$ cat src/rtl/ring_nic.sv
// Network interface between a processor node and its ring router port.
// Buffers one outgoing packet for injection and one ejected packet for the processor.
module ring_nic #(
  parameter int DATA_WIDTH = 64,
  parameter int VC_BIT     = 63
) (
  input  logic                  clk,
  input  logic                  reset,
  input  logic [1:0]            addr,
  input  logic [DATA_WIDTH-1:0] d_in,
  output logic [DATA_WIDTH-1:0] d_out,
  input  logic                  nicEn,
  input  logic                  nicWrEn,
  output logic                  net_so,
  output logic [DATA_WIDTH-1:0] net_do,
  input  logic                  net_ri,
  input  logic                  net_si,
  input  logic [DATA_WIDTH-1:0] net_di,
  output logic                  net_ro,
  input  logic                  net_polarity
);

  localparam logic [1:0] ADDR_IN_BUF   = 2'b00;
  localparam logic [1:0] ADDR_IN_STAT  = 2'b01;
  localparam logic [1:0] ADDR_OUT_BUF  = 2'b10;
  localparam logic [1:0] ADDR_OUT_STAT = 2'b11;

  logic [DATA_WIDTH-1:0] in_buf;
  logic [DATA_WIDTH-1:0] out_buf;
  logic                  in_full;
  logic                  out_full;

  logic                  proc_rd;
  logic                  proc_wr;
  logic                  eject;
  logic                  in_drain;
  logic                  inject;
  logic                  out_wr;
  logic [DATA_WIDTH-1:0] rd_data;

  assign proc_rd  = nicEn & ~nicWrEn;
  assign proc_wr  = nicEn & nicWrEn;
  assign eject    = net_si & ~in_full;
  assign in_drain = proc_rd & (addr == ADDR_IN_BUF);
  // A packet may only leave in the phase opposite to its virtual channel tag.
  assign inject   = out_full & net_ri & (out_buf[VC_BIT] != net_polarity);
  // Writes into a full output buffer, including on the injecting edge, are dropped.
  assign out_wr   = proc_wr & (addr == ADDR_OUT_BUF) & ~out_full;
  assign net_ro   = ~in_full;

  always_comb begin
    rd_data = '0;
    unique case (addr)
      ADDR_IN_BUF:   rd_data = in_buf;
      ADDR_IN_STAT:  rd_data = {{(DATA_WIDTH-1){1'b0}}, in_full};
      ADDR_OUT_BUF:  rd_data = out_buf;
      ADDR_OUT_STAT: rd_data = {{(DATA_WIDTH-1){1'b0}}, out_full};
      default:       rd_data = '0;
    endcase
  end

  always_ff @(posedge clk) begin
    if (!reset) begin
      d_out <= '0;
    end else if (proc_rd) begin
      d_out <= rd_data;
    end
  end

  // Ejection side; arrival needs an empty buffer, so it never races a drain.
  always_ff @(posedge clk) begin
    if (!reset) begin
      in_buf  <= '0;
      in_full <= 1'b0;
    end else if (eject) begin
      in_buf  <= net_di;
      in_full <= 1'b1;
    end else if (in_drain) begin
      in_full <= 1'b0;
    end
  end

  always_ff @(posedge clk) begin
    if (!reset) begin
      out_buf  <= '0;
      out_full <= 1'b0;
      net_so   <= 1'b0;
      net_do   <= '0;
    end else if (inject) begin
      out_full <= 1'b0;
      net_so   <= 1'b1;
      net_do   <= out_buf;
    end else begin
      net_so <= 1'b0;
      if (out_wr) begin
        out_buf  <= d_in;
        out_full <= 1'b1;
      end
    end
  end

endmodule

$ cat config.mk
export PLATFORM = sky130hd
export DESIGN_NAME = ring_nic
export DESIGN_NICKNAME = d
export VERILOG_FILES = /design/src/rtl/ring_nic.sv
export SDC_FILE = /design/constraint.sdc
export NUM_CORES = 1
export LEC_CHECK = 0
export ABC_AREA = 1
export CORE_MARGIN = 1
export CORE_UTILIZATION = 53
export DETAILED_ROUTE_END_ITERATION = 6
export PLACE_DENSITY = 0.87
export SLEW_MARGIN = 20
export SYNTH_ARGS = -nofsm -noshare
export SYNTH_HDL_FRONTEND = slang
export SYNTH_SLANG_ARGS = --single-unit
export TNS_END_PERCENT = 1
$ cat constraint.sdc
create_clock -name clk -period 3.2 [get_ports clk]
set_input_delay 0.48 -clock clk [delete_from_list [all_inputs] [get_ports clk]]
set_output_delay 0.48 -clock clk [all_outputs]
set_load 0.01 [all_outputs]
Word-level counts from Yosys, hierarchy flattened
Cells that the tools add are included.
- register bits after elaboration: 259
- input port bits: 137
- output and inout port bits: 130
- word-level logic and storage cells: 32
- equality and inequality tests: 4
- muxes and demuxes: 4
- bitwise logic cells: 13
- reductions and logical operators: 4
- operator list (kind ; number):
    one-hot mux 64 bit (4 select lines) ; 1
    bitwise AND 1 bit ; 8
    inverter 1 bit ; 5
    equality test 2 bit (second input constant) ; 2
    2-to-1 mux 1 bit ; 3
    equality test 2 x 1 -> 1 bit (second input constant) ; 1
    zero test 2 bit ; 1
    AND reduction 2 bit ; 1
    nonzero test 2 bit ; 1
    OR reduction 2 bit ; 1
    != test 1 bit ; 1

Logic depth before layout (Yosys ltp)
- word-level depth: 5
- mapped depth: 8
- gate-level depth less buffers: 6

Least setup slack after synthesis
No wires, ideal clock.
- kind: in2reg
- from: in reset
- to: reg net_do[18]
- setup time: 0.059 ns
- arrival: 1.278 ns
- data required time: 3.141 ns
- setup slack: 1.863 ns
- stages: 5
- path buffers: 3
- path through: buf_2 > clkbuf_1 > clkbuf_1 > nand3_1 > nand2_1
- RTL lines (element ; RTL line ; RTL):
    start, declared ; 8 ; input logic reset,
    end signal, assigned ; 92 ; net_do <= out_buf;
    end, declared ; 15 ; output logic [DATA_WIDTH-1:0] net_do,

Worst setup path in the final report
- from: in addr[0]
- to: reg d_out[23]
- longest elaborated chain between the ends: 2
- elaborated cells on any way between the ends: 5
- those cells by class: 3 x eq/ne; 1 x mux; 1 x reduce/logical
- RTL lines (element ; RTL line ; RTL):
    start, declared ; 9 ; input logic [1:0] addr,
    equality test 2 bit, or another cell as far along ; 53 ; unique case (addr)
    one-hot mux 64 bit (4 select lines) * ; 53 ;
    end signal, assigned ; 66 ; d_out <= rd_data;
    end, declared ; 11 ; output logic [DATA_WIDTH-1:0] d_out,
Mark *: on every way between the ends. The rest lies on a longest branch, timed or not.
A chain may end at the register's enable or synchronous reset.

==> results.md <==
* Clock buffer count from CTS at 26
* Unrepaired setup endpoints after global routing: no
* Routability cong. at approximately 0.82
* Slowest CP cell: nor2_4
* Root buffer cell: clkbuf_16
* Synth Register Bits at between 200 and 300
* Post-CTS Setup Bufs at 0
* Vias in the first global route at 9798
* Min Clock Period, post-route at roughly 2.2 ns
* CP most frequent cell: nand2_1
* Clk buf depth at 3
* Final period util at 0.7000
* Switching share of power at 0.2324
* Setup TNS Final at 0 ns
* H-tree depth at 1
* Post-synthesis cell count at 1494
* EDFF count, synth at 0
* DP HPWL at between 15000 and 20000 µm
* Hold-fix buffers, CTS at 0
* Starting density of the core at 0.5481
* Total Routed Length at around 31000 µm
* Register area share after synthesis at 0.4974
* Area growth syn-to-layout at 34.62%
* Logic pwr share at 0.092
* Post-synth top cells: 453 x nand2_1, 263 x nor2_1, 259 x dfxtp_1, 132 x nand3_1, 71 x inv_1
* CTS sink cnt at about 260
* Switch Pwr at ~1700 µW
* Share of cells above drive strength 1 at 0.04498
* Worst hold path class: in2reg
* Max incr delay on CP at 0.88 ns
* Final nets at 1830
* Clock-pin slew on the worst setup and hold paths at 0.06 ns
* Number of DRC markers in iteration 0 at 952
* Antenna violations before repair at 0
* Syn Area/Cell at around 7 µm²
* DP Cell Count at 1925
* Syn_nets at ~1600
* Yosys top cell by area: dfxtp_1
* Clock group share of total power at 0.443
* Die height at between 100 and 150 µm
* Top Ports at 267
* Max-slew violation count at 0
* Clk_lat worst skew at 0.52 ns
* Worst endpoint data arrival time at approximately 2.7 ns
* Die area at a little over 20000 µm²
* Routed Antenna Nets at 0
* Most common cell in the netlist: nand2_1
* # DRC at 0
* DRT Pass-1 Iters at 5
* Critical Path RT at 3.64 ns
* Vias at roughly 11000
* FFs w/ async S/R, synth at 0
* Int Pwr at approximately 5600 µW
* Top delay family on crit path: simple AND/OR/NAND/NOR gates
* Setup Viol. Count Final at 0
* Synth Cell Area at about 10000 µm²
* Hold Vio Cnt, Final at 0
* Post-synth cell types at 17
* Grt ovf at 0
* Vias per cell at between 5 and 6
* Critical path endpoint category: register
* Main synth FF type: dfxtp_1
* Largest net degree at the start of global routing at around 140
* Fin cells at around 2000
* Antenna cells at 0
* GRT Total Usage at 0.3041
* Crit path cell chain: clkdlybuf4s50_1, nor2_4, buf_4, nand2_1, nand2_1, nand2_1, a21oi_1
* PD cells at 522.3 nW/µm²
* Status: finished, final reports clean
* TritonCTS clock tree: yes
* Reg power frac at 0.464
* Post-CTS resize count at 0
* Crit path launch type: input port
* Max VDD drop at between 0.3 and 0.4 mV
* Slew @ Worst Pin at roughly 1.1 ns
* Maximum fanout along the worst path at 44
* Hold Startpoint: reset
* Leakage at between 0.006 and 0.007 µW
* # rows at 50
* First-pass GRT wire length at roughly 50000 µm
* Reg-to-Reg Start: out_full
* Die W at 142.2 µm
* CP Launch Point: addr[0]
* Max Clk Rate at between 400 and 500 MHz
* Core area at between 15000 and 20000 µm²
* Worst Skew at 0.008302 ns
* YS warnings at 0
* PortBufs at roughly 270
* Setup CP Type: in2reg
* Relative slew margins at 0.2573
* Worst Path Buf+Inv at 2
* Area contributors post-synth: dfxtp_1 50%, nand2_1 16%, nor2_1 9.5%, nand3_1 6.3%, nand4_1 3.9%
* Wire length per cell at 15.73 µm
* Max Cap Viol at 0
* Share of the synthesized area in the top cell type at 0.4974
[kinds of logic (layout without fill, tap and decap cells)]
logic type             Yosys count  in the layout  share of synthesized area
and+or+nand+nor                915            915                     0.3614
AOI/OAI and AO/OA              130            130                    0.06350
DFF                            259            259                     0.4974
buffers and inverters          190            408                    0.07766
[layer usage]
layer / track usage / vias up / part of all wire
met2: 0.5297 / 476 / 0.50
met4: 0.1415 / 0 / 0.039
met3: 0.03937 / 85 / 0.074
li1: - / 5137 / -
met1: 0.3729 / 4891 / 0.39
met5: 0 / - / 0
[registers in the layout (all words and copies together), names as in the netlist]
register,cells
d_out,64
in_buf,64
net_do,64
out_buf,64
in_full,1
net_so,1
out_full,1
[path summary, 6_finish.rpt]
path | cells after the start | slack (ns) | endpoint
min reg2reg | 2 | 0.46 | net_do[51]
max reg2reg | 5 | 1.48 | net_do[12]
max | 7 | 0.96 | d_out[23]
min | 3 | 0.41 | out_buf[31]
[cells in the final DEF (no fill, tap or decap)]
cell type	instances
a21oi_1	64
dfxtp_1	259
a21oi_4	1
buf_4	17
bufinv_16	4
buf_12	4
nand2_1	452
nand3_1	132
clkinv_2	5
nand2_2	2
nor2_1	261
buf_6	1
clkbuf_8	6
clkbuf_1	4
clkdlybuf4s50_1	264
o21ai_0	46
buf_2	1
inv_2	5
nand4_1	65
o21ai_1	19
inv_1	69
nor2_4	3
clkbuf_16	27
clkinvlp_4	1
[stage by stage]
step | total power, µW | setup slack [ns] | utilization | instance area (µm²) | hold WS (ns)
after global routing | 7561 | 0.8132 | 0.7378 | 14030 | 0.4423
final | 7330 | 0.9600 | 0.7378 | 14030 | 0.4144
after global placement | 4121 | 0.5445 | 0.6891 | 13110 | 0.4497
after detailed placement | 4136 | 0.4788 | 0.6891 | 13110 | 0.4560
after floorplan | 3823 | 1.863 | - | 10420 | 0.4554
after CTS | 7334 | 1.019 | 0.7378 | 14030 | 0.4186
[worst register-to-register path: stages, from the launching register on]
cell and delay, ns:
dfxtp_1 0.43, nand2_1 0.12, a21oi_4 0.50, buf_12 0.33
nand4_1 0.17, nand2_1 0.11
[final cells by class]
class                   instances  area [µm²]
repair buffers                287        2867
clock buffers                  37       773.2
inverters                      74       277.8
multi-input cells            1045        4452
fillers                      1480        4986
clock inverters                10       152.6
flip-flops and latches        259        5185
well taps                     260       325.3
[power groups by stage]
stage	combinational [µW]	clock (µW)	sequential, µW
3_5_place_dp	664	0	3470
3_3_place_gp	654	0	3470
5_1_grt	745	3400	3410
6_report	678	3250	3400
2_1_floorplan	362	0	3460
4_1_cts	673	3260	3400
Power figures use the tool's default switching activity.
